`src/rtl/wb_if.sv`:
```
// Write-back port bundle: ALU request, load-return handshake and the reg_bank write port.
// The pending vector exists only when WB_SCOREBOARD_EN is defined.
interface wb_if #(
  parameter int DATA_W = 32,
  parameter int NREG   = 16,
  parameter int AW     = 4,
  parameter int CW     = 3
) ();
  logic              alu_we;
  logic [AW-1:0]     alu_addr;
  logic [DATA_W-1:0] alu_data;
  logic              ld_valid;
  logic [AW-1:0]     ld_addr;
  logic [DATA_W-1:0] ld_data;
  logic              ld_ready;
  logic [NREG-1:0]   enable;
  logic [DATA_W-1:0] ldr_data;
  logic [CW-1:0]     fifo_count;
`ifdef WB_SCOREBOARD_EN
  logic [NREG-1:0]   pending;
`endif

  // Load handshake: a load transfers on a cycle where ld_valid && ld_ready;
  // the source holds ld_addr/ld_data stable while ld_valid is high and not yet accepted.
  modport master (
    output alu_we, alu_addr, alu_data, ld_valid, ld_addr, ld_data,
    input  ld_ready, enable, ldr_data, fifo_count
`ifdef WB_SCOREBOARD_EN
    , input pending
`endif
  );

  modport slave (
    input  alu_we, alu_addr, alu_data, ld_valid, ld_addr, ld_data,
    output ld_ready, enable, ldr_data, fifo_count
`ifdef WB_SCOREBOARD_EN
    , output pending
`endif
  );
endinterface

```
`src/rtl/reg_writeback.sv`:
```
// Write-back merge of ALU results and buffered load returns into one registered reg_bank port.
// Optional WB_SCOREBOARD_EN adds a registered per-register pending-load vector.
module reg_writeback #(
  parameter int DATA_W     = 32,
  parameter int NREG       = 16,
  parameter int AW         = 4,
  parameter int FIFO_DEPTH = 4
) (
  input logic clk,
  input logic reset,
  wb_if.slave wb
);
  localparam int PW = $clog2(FIFO_DEPTH);
  localparam int CW = PW + 1;
  localparam logic [CW-1:0] DEPTH_C = CW'(FIFO_DEPTH);

  logic [AW-1:0]         addr_q   [FIFO_DEPTH];
  logic [DATA_W-1:0]     data_q   [FIFO_DEPTH];
  logic [FIFO_DEPTH-1:0] kill_q, kill_d;
  logic [PW-1:0]         rd_ptr_q, rd_ptr_d, wr_ptr_q, wr_ptr_d;
  logic [CW-1:0]         count_q, count_d;
  logic [NREG-1:0]       enable_q, enable_d;
  logic [DATA_W-1:0]     ldr_data_q, ldr_data_d;
  logic                  push, pop, not_full;

  assign not_full = (count_q < DEPTH_C);
  assign push     = wb.ld_valid && not_full;
  assign pop      = !wb.alu_we && (count_q != '0);

  always_comb begin
    enable_d   = '0;
    ldr_data_d = ldr_data_q;
    if (wb.alu_we) begin
      enable_d   = NREG'(1) << wb.alu_addr;
      ldr_data_d = wb.alu_data;
    end else if (pop && !kill_q[rd_ptr_q]) begin
      enable_d   = NREG'(1) << addr_q[rd_ptr_q];
      ldr_data_d = data_q[rd_ptr_q];
    end
  end

  // A load pushed in the same cycle as a matching ALU write counts as older, so it is killed too.
  always_comb begin
    kill_d = kill_q;
    for (int j = 0; j < FIFO_DEPTH; j++) begin
      if (push && (wr_ptr_q == PW'(j)))
        kill_d[j] = wb.alu_we && (wb.ld_addr == wb.alu_addr);
      else if (wb.alu_we && (addr_q[j] == wb.alu_addr))
        kill_d[j] = 1'b1;
    end
  end

  always_comb begin
    rd_ptr_d = rd_ptr_q + (pop  ? PW'(1) : PW'(0));
    wr_ptr_d = wr_ptr_q + (push ? PW'(1) : PW'(0));
    case ({push, pop})
      2'b10:   count_d = count_q + CW'(1);
      2'b01:   count_d = count_q - CW'(1);
      default: count_d = count_q;
    endcase
  end

  always_ff @(posedge clk) begin
    if (reset) begin
      rd_ptr_q   <= '0;
      wr_ptr_q   <= '0;
      count_q    <= '0;
      kill_q     <= '0;
      enable_q   <= '0;
      ldr_data_q <= '0;
    end else begin
      rd_ptr_q   <= rd_ptr_d;
      wr_ptr_q   <= wr_ptr_d;
      count_q    <= count_d;
      kill_q     <= kill_d;
      enable_q   <= enable_d;
      ldr_data_q <= ldr_data_d;
    end
  end

  always_ff @(posedge clk) begin
    if (push) begin
      addr_q[wr_ptr_q] <= wb.ld_addr;
      data_q[wr_ptr_q] <= wb.ld_data;
    end
  end

  assign wb.ld_ready   = !reset && not_full;
  assign wb.enable     = enable_q;
  assign wb.ldr_data   = ldr_data_q;
  assign wb.fifo_count = count_q;

`ifdef WB_SCOREBOARD_EN
  logic [NREG-1:0] pending_q, pending_d;
  logic [AW-1:0]   addr_nxt [FIFO_DEPTH];
  logic [PW-1:0]   slot;

  // Pending is rebuilt from the post-edge FIFO contents so it lands with the push/pop/kill.
  always_comb begin
    pending_d = '0;
    slot      = '0;
    for (int j = 0; j < FIFO_DEPTH; j++)
      addr_nxt[j] = (push && (wr_ptr_q == PW'(j))) ? wb.ld_addr : addr_q[j];
    for (int k = 0; k < FIFO_DEPTH; k++) begin
      slot = rd_ptr_d + PW'(k);
      if ((CW'(k) < count_d) && !kill_d[slot])
        pending_d[addr_nxt[slot]] = 1'b1;
    end
  end

  always_ff @(posedge clk) begin
    if (reset) pending_q <= '0;
    else       pending_q <= pending_d;
  end

  assign wb.pending = pending_q;
`endif
endmodule

```
`src/flat_wrapper.sv`:
```
// flat-port wrapper written by rule: the top's interface ports become plain ports
module reg_writeback_flat 
#(
  parameter int DATA_W     = 32,
  parameter int NREG       = 16,
  parameter int AW         = 4,
  parameter int FIFO_DEPTH = 4
)
  (clk, reset, wb_alu_we, wb_alu_addr, wb_alu_data, wb_ld_valid, wb_ld_addr, wb_ld_data, wb_ld_ready, wb_enable, wb_ldr_data, wb_fifo_count);
  wb_if #(.DATA_W(DATA_W), .NREG(NREG), .AW(AW), .CW((3))) wb_i ();
  input logic clk;
  input logic reset;
  input wire logic [$bits(wb_i.alu_we)-1:0] wb_alu_we;
  input wire logic [$bits(wb_i.alu_addr)-1:0] wb_alu_addr;
  input wire logic [$bits(wb_i.alu_data)-1:0] wb_alu_data;
  input wire logic [$bits(wb_i.ld_valid)-1:0] wb_ld_valid;
  input wire logic [$bits(wb_i.ld_addr)-1:0] wb_ld_addr;
  input wire logic [$bits(wb_i.ld_data)-1:0] wb_ld_data;
  output wire logic [$bits(wb_i.ld_ready)-1:0] wb_ld_ready;
  output wire logic [$bits(wb_i.enable)-1:0] wb_enable;
  output wire logic [$bits(wb_i.ldr_data)-1:0] wb_ldr_data;
  output wire logic [$bits(wb_i.fifo_count)-1:0] wb_fifo_count;
  assign wb_i.alu_we = wb_alu_we;
  assign wb_i.alu_addr = wb_alu_addr;
  assign wb_i.alu_data = wb_alu_data;
  assign wb_i.ld_valid = wb_ld_valid;
  assign wb_i.ld_addr = wb_ld_addr;
  assign wb_i.ld_data = wb_ld_data;
  assign wb_ld_ready = wb_i.ld_ready;
  assign wb_enable = wb_i.enable;
  assign wb_ldr_data = wb_i.ldr_data;
  assign wb_fifo_count = wb_i.fifo_count;
  reg_writeback #(.DATA_W(DATA_W), .NREG(NREG), .AW(AW), .FIFO_DEPTH(FIFO_DEPTH)) u_core (.clk(clk), .reset(reset), .wb(wb_i));
endmodule
```
`config.mk`:
```
export PLATFORM = sky130hd
export DESIGN_NAME = reg_writeback_flat
export DESIGN_NICKNAME = d
export VERILOG_FILES = /design/src/rtl/wb_if.sv /design/src/rtl/reg_writeback.sv /design/src/flat_wrapper.sv
export SDC_FILE = /design/constraint.sdc
export NUM_CORES = 1
export LEC_CHECK = 0
export ABC_AREA = 1
export CORE_MARGIN = 4
export CORE_UTILIZATION = 30
export CTS_BUF_LIST = sky130_fd_sc_hd__clkbuf_4
export CTS_CLUSTER_SIZE = 16
export DETAILED_ROUTE_END_ITERATION = 8
export GPL_ROUTABILITY_DRIVEN = 0
export SLEW_MARGIN = 30
export SYNTH_ARGS = -nofsm -noshare
export SYNTH_HDL_FRONTEND = slang
export SYNTH_SLANG_ARGS = --single-unit
```
`constraint.sdc`:
```
create_clock -name clk -period 8.48 [get_ports clk]
set_input_delay 1.696 -clock clk [delete_from_list [all_inputs] [get_ports clk]]
set_output_delay 1.696 -clock clk [all_outputs]
set_load 0.01 [all_outputs]
```
==> PnR_summary.wiki <==
{| class="wikitable"
! Metric !! Value
|-
| Outcome || completed
|-
| Die footprint || 31700 µm²
|-
| Die span in y || 178 µm
|-
| Sum of negative setup slack || 0 ns
|-
| Total global-route track usage || 14.3%
|-
| H-tree depth || 2
|-
| Post-detailed-route count of antenna-violating nets || 0
|-
| Net count of the finished layout || 1146
|-
| Antenna violations before repair || 1
|-
| Kind of path behind the tightest hold check || register to register
|-
| HPWL Detailed || 12.7 mm
|-
| Share of the clock period used by the worst path after layout || 54.8%
|-
| Power per unit of standard cell area || 274 nW/µm²
|-
| Number of endpoints failing setup at the final stage || 0
|-
| Required time of the critical path || 6.78 ns
|-
| Port Buf Inserts || 127
|-
| Minimum clock period || 4.65 ns
|-
| Cells after synthesis || 925
|-
| RSZ-0062 raised after global routing || no
|-
| DRT Pass-1 Iters || 5
|-
| Insertion delay of the later-clocked pin in the worst-skew pair || 0.65 ns
|-
| Post-synth EDFFs || 144
|-
| Number of global-route vias before repair || 6774
|-
| F_max || 215 MHz
|-
| TritonCTS sink count || 203
|-
| Clk_skew || 0.0479 ns
|-
| Worst-case reg-to-reg path depth || 10
|-
| Crit path arrival time || 2.95 ns
|-
| Mean instance size in the synthesized netlist || 9.37 µm²
|-
| Share of post-route cells with drive strength above 1 || 10.5%
|-
| WHS Path Cells || 2
|-
| Fin. Hold Viols || 0
|-
| Flop and latch count out of synthesis || 203
|-
| Nature of the critical path endpoint || output port
|-
| Number of I/O pins || 128
|-
| Cts bufs inserted || 54
|-
| Most frequent cells in the layout || 236 x sky130_fd_sc_hd__nor2_1, 217 x sky130_fd_sc_hd__nand2_1, 144 x sky130_fd_sc_hd__edfxtp_1, 126 x sky130_fd_sc_hd__clkdlybuf4s50_1, 83 x sky130_fd_sc_hd__o21ai_0
|-
| Average wire per cell in the routed design || 15.0 µm
|-
| Layout Utilization || 38.8%
|-
| Number of different library cells in the post-synthesis netlist || 33
|-
| Area delta synth->final || 26.0%
|-
| VDD IR max || 0.106 mV
|-
| Classification of the worst setup path || input pin to output port
|-
| Hold Buf Count CTS || 0
|-
| CP Launch Type || input pin
|-
| Number of maximum-capacitance violations || 0
|-
| Number of vias in the routed layout || 6689
|-
| Die X-Extent || 178 µm
|-
| Clock buffer depth || 3
|-
| Most used DFF post-synth || sky130_fd_sc_hd__edfxtp_1
|-
| Seq/Total Area, Yosys || 63.5%
|-
| Remaining global-route overflow || 0
|-
| Largest fanout of any net on the critical path || 24
|-
| Worst Max-Slew Pin Slew || 0.945 ns
|-
| Violation count after the first detailed-route iteration || 290
|-
| Detailed-route vias per instance || 4.48
|-
| Mapped Nets || 1005
|-
| Commonest non-fill, non-tap cell in the layout || sky130_fd_sc_hd__nor2_1
|-
| Cells resized by post-CTS repair || 0
|-
| Final slew viol count || 0
|-
| Netlist area before placement || 8670 µm²
|-
| CTS tree || built
|-
| Core region area || 28200 µm²
|-
| Post-CTS setup buffers || 0
|-
| DR DRC count || 0
|-
| Hold slack final || 0.500 ns
|-
| First-pass GRT wire length || 35.4 mm
|-
| Async set-or-reset flop fraction in the synthesized netlist || 0%
|-
| Clock-pin slew of the registers on the worst-case setup and hold paths || 0.06 ns
|-
| Synth Warn # || 0
|-
| Max_slew headroom || 37.0%
|-
| Pin count of the biggest net entering global routing || 80
|-
| Number of placement rows || 61
|-
| DRT Wirelength || 22.4 mm
|-
| Clock root buffer || sky130_fd_sc_hd__clkbuf_4
|-
| Starting density of the core || 30.8%
|-
| Standby leakage power || 4.21 nW
|}
through the flow:
| step | setup WS, ns | instances | instance area (µm²) | total power, W |
|---|---|---|---|---|
| finish | 3.83 | 1492 | 10900 | 0.00299 |
| global route | 3.77 | 1492 | 10900 | 0.00323 |
| CTS | 3.83 | 1489 | 10900 | 0.00304 |
| detailed placement | 3.84 | 1387 | 10200 | 0.00219 |
| global placement | 3.83 | 1387 | 10200 | 0.00217 |
| floorplan | 3.66 | 925 | 8670 | 0.00190 |
worst paths after layout:
kind / start / end / slack, ns
setup reg to reg: u_core.rd_ptr_q[0]$_SDFF_PP0_ / u_core.wb.ldr_data[12]$_SDFFE_PP0P_ / 5.85
setup / recovery: reset / wb_ld_ready / 3.83
hold / removal: u_core.wb.ldr_data[15]$_SDFFE_PP0P_ / u_core.wb.ldr_data[15]$_SDFFE_PP0P_ / 0.50
hold reg to reg: u_core.wb.ldr_data[15]$_SDFFE_PP0P_ / u_core.wb.ldr_data[15]$_SDFFE_PP0P_ / 0.50
critical path: stages:
cell and delay, ns:
sky130_fd_sc_hd__clkdlybuf4s50_1 0.40, sky130_fd_sc_hd__buf_4 0.21, sky130_fd_sc_hd__nor2_1 0.10, sky130_fd_sc_hd__clkdlybuf4s50_1 0.53
area by class of cell:
class / instances / area [µm²]
timing repair buffer: 133 / 1320
inverter: 32 / 134
multi-input combinational: 642 / 2780
tap: 378 / 473
sequential: 203 / 5510
clock buffer: 80 / 601
fill: 2797 / 17200
clock inverter: 22 / 90.1
antenna: 2 / 5.00
Yosys cell counts (all sizes together) (7+ instances only):
library cell / count / area (µm²)
a21oi: 21 / 109
buf: 25 / 173
clkbuf: 23 / 86.3
dfxtp: 59 / 1180
edfxtp: 144 / 4320
inv: 32 / 125
nand2: 223 / 871
nand3: 25 / 135
nor2: 238 / 898
nor3: 9 / 45.0
o21ai: 103 / 516
xnor2: 7 / 61.3
layer usage:
layer	routed length (µm)	global-route usage, %	vias up
met1	10400	18.7	3058
met3	1320	3.50	48
met4	531	5.32	0
met5	0	0	-
li1	-	-	3373
met2	10100	23.0	210
power by group:
group	switching, W	internal (W)	leakage (nW)
logic	0.000552	0.000319	1.99
clock network	0.000395	0.000435	0.417
registers	0.0000728	0.00122	1.81
state kept, by name (all words and copies together) (netlist names):
register / count
u_core.kill_q: 4
u_core.wb.ldr_data: 32
u_core.wb.fifo_count: 3
u_core.data_q: 128
u_core.rd_ptr_q: 2
u_core.wr_ptr_q: 2
u_core.addr_q: 16
u_core.wb.enable: 16
logic make-up after synthesis:
logic type	Yosys count	share of synthesized area [%]
and+or+nand+nor	499	22.8
DFF	203	63.5
AOI/OAI and AO/OA	130	7.68
buffers and inverters	80	4.43
xor gates and xnor gates	9	0.910
adders and majority gates	4	0.664
(Power assumes the default switching activity.)
